**config.mk**
```make
export PLATFORM = sky130hd
export DESIGN_NAME = uart_rx_fifo
export DESIGN_NICKNAME = d
export VERILOG_FILES = /design/src/rtl/uart_rx_fifo.sv
export SDC_FILE = /design/constraint.sdc
export NUM_CORES = 1
export LEC_CHECK = 0
export ABC_AREA = 1
export ABC_CLOCK_PERIOD_IN_PS = 6770
export CAP_MARGIN = 20
export CORE_ASPECT_RATIO = 0.5
export CORE_MARGIN = 2
export CORE_UTILIZATION = 35
export CTS_BUF_LIST = sky130_fd_sc_hd__clkbuf_4 sky130_fd_sc_hd__clkbuf_8
export DETAILED_ROUTE_END_ITERATION = 16
export SLEW_MARGIN = 5
export SYNTH_ARGS = -nofsm -noshare
export SYNTH_HDL_FRONTEND = slang
export SYNTH_SLANG_ARGS = --single-unit
```
**constraint.sdc**
```tcl
create_clock -name clk -period 6.77 [get_ports clk]
set_input_delay 1.0155 -clock clk [delete_from_list [all_inputs] [get_ports clk]]
set_output_delay 1.0155 -clock clk [all_outputs]
set_load 0.05 [all_outputs]
```
**src/rtl/uart_rx_fifo.sv**
```systemverilog
// ---------------------------------------------------------------------------
// uart_rx_fifo
// Buffered UART receiver: 8N1 framing (8E1 when UART_RX_PARITY_EN is defined),
// 16x oversampling with a 3-sample majority vote at ticks 7/8/9 of every bit.
// Received bytes land in a first-word-fall-through FIFO drained through a
// valid/ready read port. Sticky framing-error and overrun flags.
//
// Optional feature macro: UART_RX_PARITY_EN
//   Adds an even-parity bit after data bit 7 and the sticky parity_error port.
//
// Ports
//   clk          fabric clock, all logic on posedge
//   rst          synchronous active-high reset
//   uartrx       asynchronous serial input, idles high
//   rd_data      byte at FIFO head (0 while the FIFO is empty)
//   rd_valid     FIFO not empty
//   rd_ready     consumer accepts; pop when rd_valid && rd_ready
//   fifo_count   bytes currently stored
//   frame_error  sticky, stop bit sampled low
//   overrun      sticky, a complete byte was dropped on a full FIFO
//   parity_error sticky, parity mismatch (UART_RX_PARITY_EN only)
//   err_clear    clears all sticky flags
// ---------------------------------------------------------------------------
module uart_rx_fifo #(
  parameter int CLK_FREQ   = 100000000,
  parameter int BAUD       = 115200,
  parameter int FIFO_DEPTH = 16,
  parameter int TICK_DIV   = CLK_FREQ / (BAUD * 16)
) (
  input  logic                          clk,
  input  logic                          rst,
  input  logic                          uartrx,
  output logic [7:0]                    rd_data,
  output logic                          rd_valid,
  input  logic                          rd_ready,
  output logic [$clog2(FIFO_DEPTH):0]   fifo_count,
  output logic                          frame_error,
  output logic                          overrun,
`ifdef UART_RX_PARITY_EN
  output logic                          parity_error,
`endif
  input  logic                          err_clear
);

  localparam int PTR_W = $clog2(FIFO_DEPTH);
  localparam int CNT_W = PTR_W + 1;
  localparam int DIV_W = $clog2(TICK_DIV + 1);
  localparam logic [DIV_W-1:0] DIV_LAST = DIV_W'(TICK_DIV - 1);
  localparam logic [CNT_W-1:0] FULL_CNT = CNT_W'(FIFO_DEPTH);

  typedef enum logic [2:0] {
    S_IDLE   = 3'd0,
    S_START  = 3'd1,
    S_DATA   = 3'd2,
    S_PARITY = 3'd3,
    S_STOP   = 3'd4,
    S_BREAK  = 3'd5
  } state_t;

  function automatic logic majority3(input logic a, input logic b, input logic c);
    return (a & b) | (a & c) | (b & c);
  endfunction

  // Control state
  state_t             state_q, state_d;
  logic               sync1_q, sync2_q, line_prev_q;
  logic [DIV_W-1:0]   div_q, div_d;
  logic [3:0]         tick_idx_q, tick_idx_d;
  logic [2:0]         bit_idx_q, bit_idx_d;
  logic               push_q, push_d;
  logic [PTR_W-1:0]   wr_ptr_q, wr_ptr_d, rd_ptr_q, rd_ptr_d;
  logic [CNT_W-1:0]   count_q, count_d;
  logic               fe_q, fe_d, ov_q, ov_d;

  // Datapath state (no reset)
  logic [1:0]         samp_q, samp_d;
  logic [7:0]         shift_q, shift_d;
  logic [7:0]         push_data_q, push_data_d;
  logic [7:0]         mem_q [FIFO_DEPTH];

`ifdef UART_RX_PARITY_EN
  logic               pe_q, pe_d;
  logic               par_bad_q, par_bad_d;
`endif

  logic line, tick, at_t9, at_t15, maj;
  logic fe_set, pe_set, ov_set;
  logic do_pop, full, wr_en;

  assign line   = sync2_q;
  assign tick   = (state_q != S_IDLE) && (div_q == DIV_LAST);
  assign at_t9  = tick && (tick_idx_q == 4'd9);
  assign at_t15 = tick && (tick_idx_q == 4'd15);
  // Samples from ticks 7 and 8 are held; tick 9 uses the live line value.
  assign maj    = majority3(samp_q[0], samp_q[1], line);

  // Receive FSM, oversample timing and shift register
  always_comb begin
    state_d     = state_q;
    div_d       = div_q;
    tick_idx_d  = tick_idx_q;
    bit_idx_d   = bit_idx_q;
    samp_d      = samp_q;
    shift_d     = shift_q;
    push_d      = 1'b0;
    push_data_d = push_data_q;
    fe_set      = 1'b0;
    pe_set      = 1'b0;
`ifdef UART_RX_PARITY_EN
    par_bad_d   = par_bad_q;
`endif

    if (state_q == S_IDLE || tick) begin
      div_d = '0;
    end else begin
      div_d = div_q + DIV_W'(1);
    end

    if (tick) begin
      tick_idx_d = tick_idx_q + 4'd1;
      if (tick_idx_q == 4'd7) samp_d[0] = line;
      if (tick_idx_q == 4'd8) samp_d[1] = line;
    end

    case (state_q)
      S_IDLE: begin
        tick_idx_d = 4'd0;
        if (line_prev_q && !line) state_d = S_START;
      end
      S_START: begin
        // A start bit that reads high at mid-bit was only a glitch.
        if (at_t9 && maj) begin
          state_d = S_IDLE;
        end else if (at_t15) begin
          state_d   = S_DATA;
          bit_idx_d = 3'd0;
        end
      end
      S_DATA: begin
        if (at_t9) shift_d = {maj, shift_q[7:1]};
        if (at_t15) begin
          if (bit_idx_q == 3'd7) begin
`ifdef UART_RX_PARITY_EN
            state_d = S_PARITY;
`else
            state_d = S_STOP;
`endif
          end else begin
            bit_idx_d = bit_idx_q + 3'd1;
          end
        end
      end
`ifdef UART_RX_PARITY_EN
      S_PARITY: begin
        // Even parity: data bits plus parity bit must XOR to zero.
        if (at_t9) par_bad_d = maj ^ (^shift_q);
        if (at_t15) state_d = S_STOP;
      end
`endif
      S_STOP: begin
        // Decided mid stop bit so the next start edge is not missed.
        if (at_t9) begin
          if (maj) begin
            push_d      = 1'b1;
            push_data_d = shift_q;
`ifdef UART_RX_PARITY_EN
            pe_set      = par_bad_q;
`endif
            state_d     = S_IDLE;
          end else begin
            fe_set  = 1'b1;
            state_d = S_BREAK;
          end
        end
      end
      S_BREAK: begin
        if (line) state_d = S_IDLE;
      end
      default: state_d = S_IDLE;
    endcase
  end

  // FIFO pointers, count and sticky flags
  always_comb begin
    do_pop   = rd_valid && rd_ready;
    full     = (count_q == FULL_CNT);
    // When full, a simultaneous pop frees the slot being written.
    wr_en    = push_q && (!full || do_pop);
    ov_set   = push_q && full && !do_pop;
    wr_ptr_d = wr_en  ? wr_ptr_q + PTR_W'(1) : wr_ptr_q;
    rd_ptr_d = do_pop ? rd_ptr_q + PTR_W'(1) : rd_ptr_q;
    count_d  = count_q + CNT_W'(wr_en) - CNT_W'(do_pop);

    fe_d = fe_set ? 1'b1 : (err_clear ? 1'b0 : fe_q);
    ov_d = ov_set ? 1'b1 : (err_clear ? 1'b0 : ov_q);
`ifdef UART_RX_PARITY_EN
    pe_d = pe_set ? 1'b1 : (err_clear ? 1'b0 : pe_q);
`endif
  end

  always_ff @(posedge clk) begin
    if (rst) begin
      state_q     <= S_IDLE;
      sync1_q     <= 1'b1;
      sync2_q     <= 1'b1;
      line_prev_q <= 1'b1;
      div_q       <= '0;
      tick_idx_q  <= 4'd0;
      bit_idx_q   <= 3'd0;
      push_q      <= 1'b0;
      wr_ptr_q    <= '0;
      rd_ptr_q    <= '0;
      count_q     <= '0;
      fe_q        <= 1'b0;
      ov_q        <= 1'b0;
`ifdef UART_RX_PARITY_EN
      pe_q        <= 1'b0;
`endif
    end else begin
      state_q     <= state_d;
      sync1_q     <= uartrx;
      sync2_q     <= sync1_q;
      line_prev_q <= sync2_q;
      div_q       <= div_d;
      tick_idx_q  <= tick_idx_d;
      bit_idx_q   <= bit_idx_d;
      push_q      <= push_d;
      wr_ptr_q    <= wr_ptr_d;
      rd_ptr_q    <= rd_ptr_d;
      count_q     <= count_d;
      fe_q        <= fe_d;
      ov_q        <= ov_d;
`ifdef UART_RX_PARITY_EN
      pe_q        <= pe_d;
`endif
    end
  end

  always_ff @(posedge clk) begin
    samp_q      <= samp_d;
    shift_q     <= shift_d;
    push_data_q <= push_data_d;
`ifdef UART_RX_PARITY_EN
    par_bad_q   <= par_bad_d;
`endif
    if (wr_en) mem_q[wr_ptr_q] <= push_data_q;
  end

  // Storage is not reset; gating on rd_valid keeps rd_data at 0 when empty.
  assign rd_valid    = (count_q != '0);
  assign rd_data     = rd_valid ? mem_q[rd_ptr_q] : 8'h00;
  assign fifo_count  = count_q;
  assign frame_error = fe_q;
  assign overrun     = ov_q;
`ifdef UART_RX_PARITY_EN
  assign parity_error = pe_q;
`endif

endmodule

```
* Word-level counts from Yosys, hierarchy flattened
Memory sizes are Yosys's and may differ from the RTL's. A register that Yosys moved wholly into a read port is not among the register bits.
Index checks and enable logic that the tools add are counted.
** Storage, ports and cells
- Input port bits :: 5
- Word-level logic and storage cells :: 107
- Memories kept :: 1
- Output and inout bits :: 16
- Register bits :: 53
- RAM bits :: 128
** Cells by class
- Bitwise gates (word level) :: 7
- Multiplexer cells :: 26
- Equality and inequality tests :: 20
- Add/subtract/negate cells :: 7
- Reductions and logical operators :: 29
** Memories
- mem_q :: words 16, width 8, read ports 1, clocked after memory_dff 1, write ports 1, line 79 : logic [7:0] mem_q [FIFO_DEPTH];
** Operators by type and width (number)
- $mux W3 :: 12
- $pmux W3 S5 :: 1
- $ne A2 B2 Y1 const B :: 7
- $add A4 B1 Y4 const B :: 3
- $eq A4 B4 Y1 const B :: 3
- $eq A3 B3 Y1 const B :: 3
- $logic_and A1 B1 Y1 :: 9
- $mux W1 :: 9
- $mux W4 :: 2
- $mux W8 :: 1
- $add A6 B1 Y6 const B :: 1
- $eq A6 B6 Y1 const B :: 1
- $pmux W3 S2 :: 1
- $reduce_and A2 Y1 :: 3
- $reduce_and A6 Y1 :: 1
- $reduce_bool A2 Y1 :: 3
- $add A5 B1 Y5 :: 1
- $eq A5 B5 Y1 const B :: 1
- $reduce_and A5 Y1 :: 1
- $reduce_bool A5 Y1 :: 1
- $sub A5 B1 Y5 :: 1
- $eq A4 B3 Y1 const B :: 1
- $reduce_or A2 Y1 :: 2
- $add A3 B1 Y3 const B :: 1
- 13 further kinds :: 20

* Longest topological paths before layout
- Word-level depth :: 7
- Mapped depth :: 14
- Mapped depth without buffers :: 14

* Worst setup path before layout
No wires, ideal clock.
- Path kind :: reg-to-output
- Start point :: register count_q[2] (netlist: fifo_count[2])
- End point :: output port rd_data[0]
- Required time :: 5.754 ns
- Cell stages (with the launch flop) :: 7
- Arrival :: 2.533 ns
- Path buffers :: 0
- Path slack :: 3.222 ns
- Cells stage by stage :: dfxtp_1 > inv_1 > ha_1 > nor3b_2 > nand2_1 > inv_1 > a21oi_1
** On the way
- Cells in the longest elaborated chain, start to end :: 2
** RTL lines
- start, declared :: line 72 : logic [CNT_W-1:0] count_q, count_d;
- start signal, assigned :: line 230 : count_q <= count_d;
- $reduce_bool A5 Y1 :: line 250 : assign rd_valid = (count_q != '0);
- net rd_valid :: line 34 : output logic rd_valid,
- $mux W8 :: line 251 : assign rd_data = rd_valid ? mem_q[rd_ptr_q] : 8'h00;
- end, declared :: line 33 : output logic [7:0] rd_data,
The timed path passes the listed nets, and every way through them passes these cells.

==> run_results.csv <==
group,metric,value,unit
run_status,status,"complete, no violations",
cts,htree_levels,4,
detailed_routing,wl,16600,microns
finish,final_area,8540,sq um
worst_setup_path,end_kind,"primary output",
placement,placed_area,8110,sq um
sta,final-max-slew-violation-count,0,
worst_setup_path,crit_family,"buffers and inverters",
pwr,powerDensity,345,nW/um^2
synthesis,synthCells,680,
die,coreArea,21500,sq um
pwr,comb_power_share,0.291,
synthesis,synth_cell_types,36,
detailed_routing,wl_met1,7900,microns
worst_setup_path,arrival,3320,ps
placement,pre_cts_ws,2900,ps
finish,final_common_cell,"edfxtp_1",
synthesis,mappedNetlistNets,704,
detailed_routing,final_antenna_net_count,0,
detailed_routing,drt_iter0_drc,652,
pwr,ir_drop,0.181,mV
finish,antenna_cells,0,
worst_setup_path,cpPeakStageDelay,820,ps
sta,maxSlewHeadroom,0.391,
global_routing,grt_pass1_wl,26300,microns
pwr,netSwitchingFraction,0.350,
finish,layout-drive-gt1-share,0.0761,
worst_setup_path,cp_cell_sequence,"buf_4, inv_1, o21ai_0, o211ai_1, nand3_1, a21oi_1, clkdlybuf4s50_1",
finish,layout_common_cells,"edfxtp_1 (146), nor2_1 (106), nand2_1 (100)",
detailed_routing,post_drt_via_cell_ratio,4.79,
synthesis,synth_seq_cells,185,
pwr,p_leak,0.00297,uW
synthesis,yosysSeqAreaShare,0.676,
cts,cts_hold_buffers,0,
sta,hold_viol_final,0,
sta,worst_slack,2440,ps
die,rows,38,
sta,setup-violations-final,0,
global_routing,grt_start_max_net_pins,65,
detailed_routing,drc_errors,0,
detailed_routing,wl_per_cell,16.5,microns
pwr,pwr-share-clk,0.272,
synthesis,avgSynthCellArea,11.2,sq um
finish,synthToLayoutAreaGrowth,11.8,%
worst_setup_path,cp_num_buf_inv,3,
die,die_y,108,microns
cts,cts.sinks,185,
worst_setup_path,critPathKind,"reg -> out",
detailed_routing,via_count,4835,
pwr,power.switching,1030,uW
synthesis,ys_warn_count,0,
sta,grt_setup_unrepaired,"false",
placement,hpwl,11200,microns
sta,setup_tns,0,ps
global_routing,grt_pass1_vias,4672,
detailed_routing,met2_length,7560,microns
worst_setup_path,crit_path_start_kind,"flop",
global_routing,antenna_found_initial,0,
die,initial_utilization,0.355,
sta,worst_pin_slew,910,ps
die,die_area,23100,sq um
job,maxCapViolations,0,
global_routing,grt_overflow,0,
synthesis,netlist_area,7640,sq um
die,ios,21,
cts,ctsResizeCount,0,
worst_setup_path,path_max_fanout,33,
detailed_routing,drtPass1Iterations,5,
worst_setup_path,cp.required,5750,ps
cts,postCtsSetupBuffers,0,
cts,cts-buffers-inserted,17,
cts,cts_root_buf,"clkbuf_8",
worst_setup_path,crit_slowest_cell,"clkdlybuf4s50_1",
sta,period_share,0.640,
sta,fin_crit,4330,ps
pwr,pwr-share-seq,0.436,
cts,insertion_delay,450,ps
global_routing,grt_usage,0.153,
placement,dp.cells,978,
cts,clock_path_buffers,2,
cts,path_clk_slew,90,ps
sta,skew,15.5,ps
cts,cts_tree,"built",
detailed_routing,wl_met3,890,microns
detailed_routing,top_layer,"met4",
finish,nNetsFinal,721,
pwr,intPower,1910,uW
finish,final_cells,1010,
die,die_x,213,microns
sta,whs,419,ps
placement,gp_congestion,0.920,
sta,fmax,231,MHz
min_path,worstHoldPathType,"reg -> reg",
placement,port_buffers,20,
## synth_stat cells, drive strengths merged
cell type	count	area [sq um]
edfxtp	146	4380
nor2	110	433
nand2	104	400
inv	54	205
o21ai	53	265
a21oi	42	210
dfxtp	39	781
nand3	39	210
ha	18	225
buf	17	95.1
o211ai	9	72.6
o221ai	8	70.1
o31ai	8	60.1
clkbuf	7	26.3
nand4	6	43.8
nor3b	4	35.0
nor3	3	15.0
xnor2	3	26.3
xor2	3	26.3
or2	2	12.5
a31oi	1	6.26
clkinv	1	3.75
fa	1	20.0
nand2b	1	6.26
nor4	1	6.26
## cell type report
cell class                      count  area, sq um
Clock buffer                       18          241
Clock inverter                     14          190
Fill cell                        2051        13000
Inverter                           55          209
Multi-Input combinational cell    416         2140
Sequential cell                   185         5170
Tap cell                          300          375
Timing Repair Buffer               22          215
## worst register-to-register path, delay by kind of cell, from the launching register on
family,cells,cell delay (ps)
AO/OA/AOI/OAI,4,490
flip-flops,1,340
adder cells (fa/ha/maj),4,1020
buffers and inverters,3,210
AND/OR/NAND/NOR,3,580
## per-stage QoR
| stage | utilization | total power, uW |
|---|---|---|
| 3_3_place_gp | 0.377 | 2160 |
| 6_report | 0.397 | 2950 |
| 2_1_floorplan | - | 1930 |
| 5_1_grt | 0.397 | 3100 |
| 4_1_cts | 0.397 | 2960 |
| 3_5_place_dp | 0.377 | 2170 |
## flip-flops by register name, summed over array words and instances, names as in the netlist, named ones only
| name | cells |
|---|---|
| div_q | 6 |
| sync1_q | 1 |
| shift_q | 8 |
| rd_ptr_q | 4 |
| push_data_q | 8 |
| overrun | 1 |
| line | 1 |
| mem_q | 128 |
| wr_ptr_q | 4 |
| fifo_count | 5 |
| bit_idx_q | 3 |
| tick_idx_q | 4 |
| samp_q | 2 |
| state_q | 3 |
| frame_error | 1 |
| push_q | 1 |
| line_prev_q | 1 |
## cell families after synthesis
logic type / count (synthesis) / share of synthesized area
AO/OA/AOI/OAI: 121 / 0.0896
XOR/XNOR: 6 / 0.00688
adder cells (fa/ha/maj): 19 / 0.0321
buffers and inverters: 79 / 0.0432
flip-flops: 185 / 0.676
AND/OR/NAND/NOR: 270 / 0.152
## power groups by stage
| stage | Sequential [uW] | Clock, uW | Combinational [uW] |
|---|---|---|---|
| after floorplan | 1340 | 0 | 592 |
| after global placement | 1310 | 0 | 851 |
| after detailed placement | 1310 | 0 | 856 |
| after CTS | 1290 | 817 | 860 |
| after global routing | 1290 | 869 | 942 |
| final | 1280 | 803 | 859 |
## final timing paths
check / from / endpoint / slack, ps / cells past startpoint
worst max-delay path: flop / rd_data[7] / 2440 / 7
worst min-delay path: sync1_q / line / 420 / 1
worst max register to register: fifo_count[2] / fifo_count[4] / 4020 / 14
worst min register to register: sync1_q / line / 420 / 1
## metal layers
layer  track usage  vias up
met5             0        -
met4        0.0514        0
met3        0.0308       22
met2         0.238      145
met1         0.214     2275
li1              -     2393
Power figures use the tool's default switching activity.
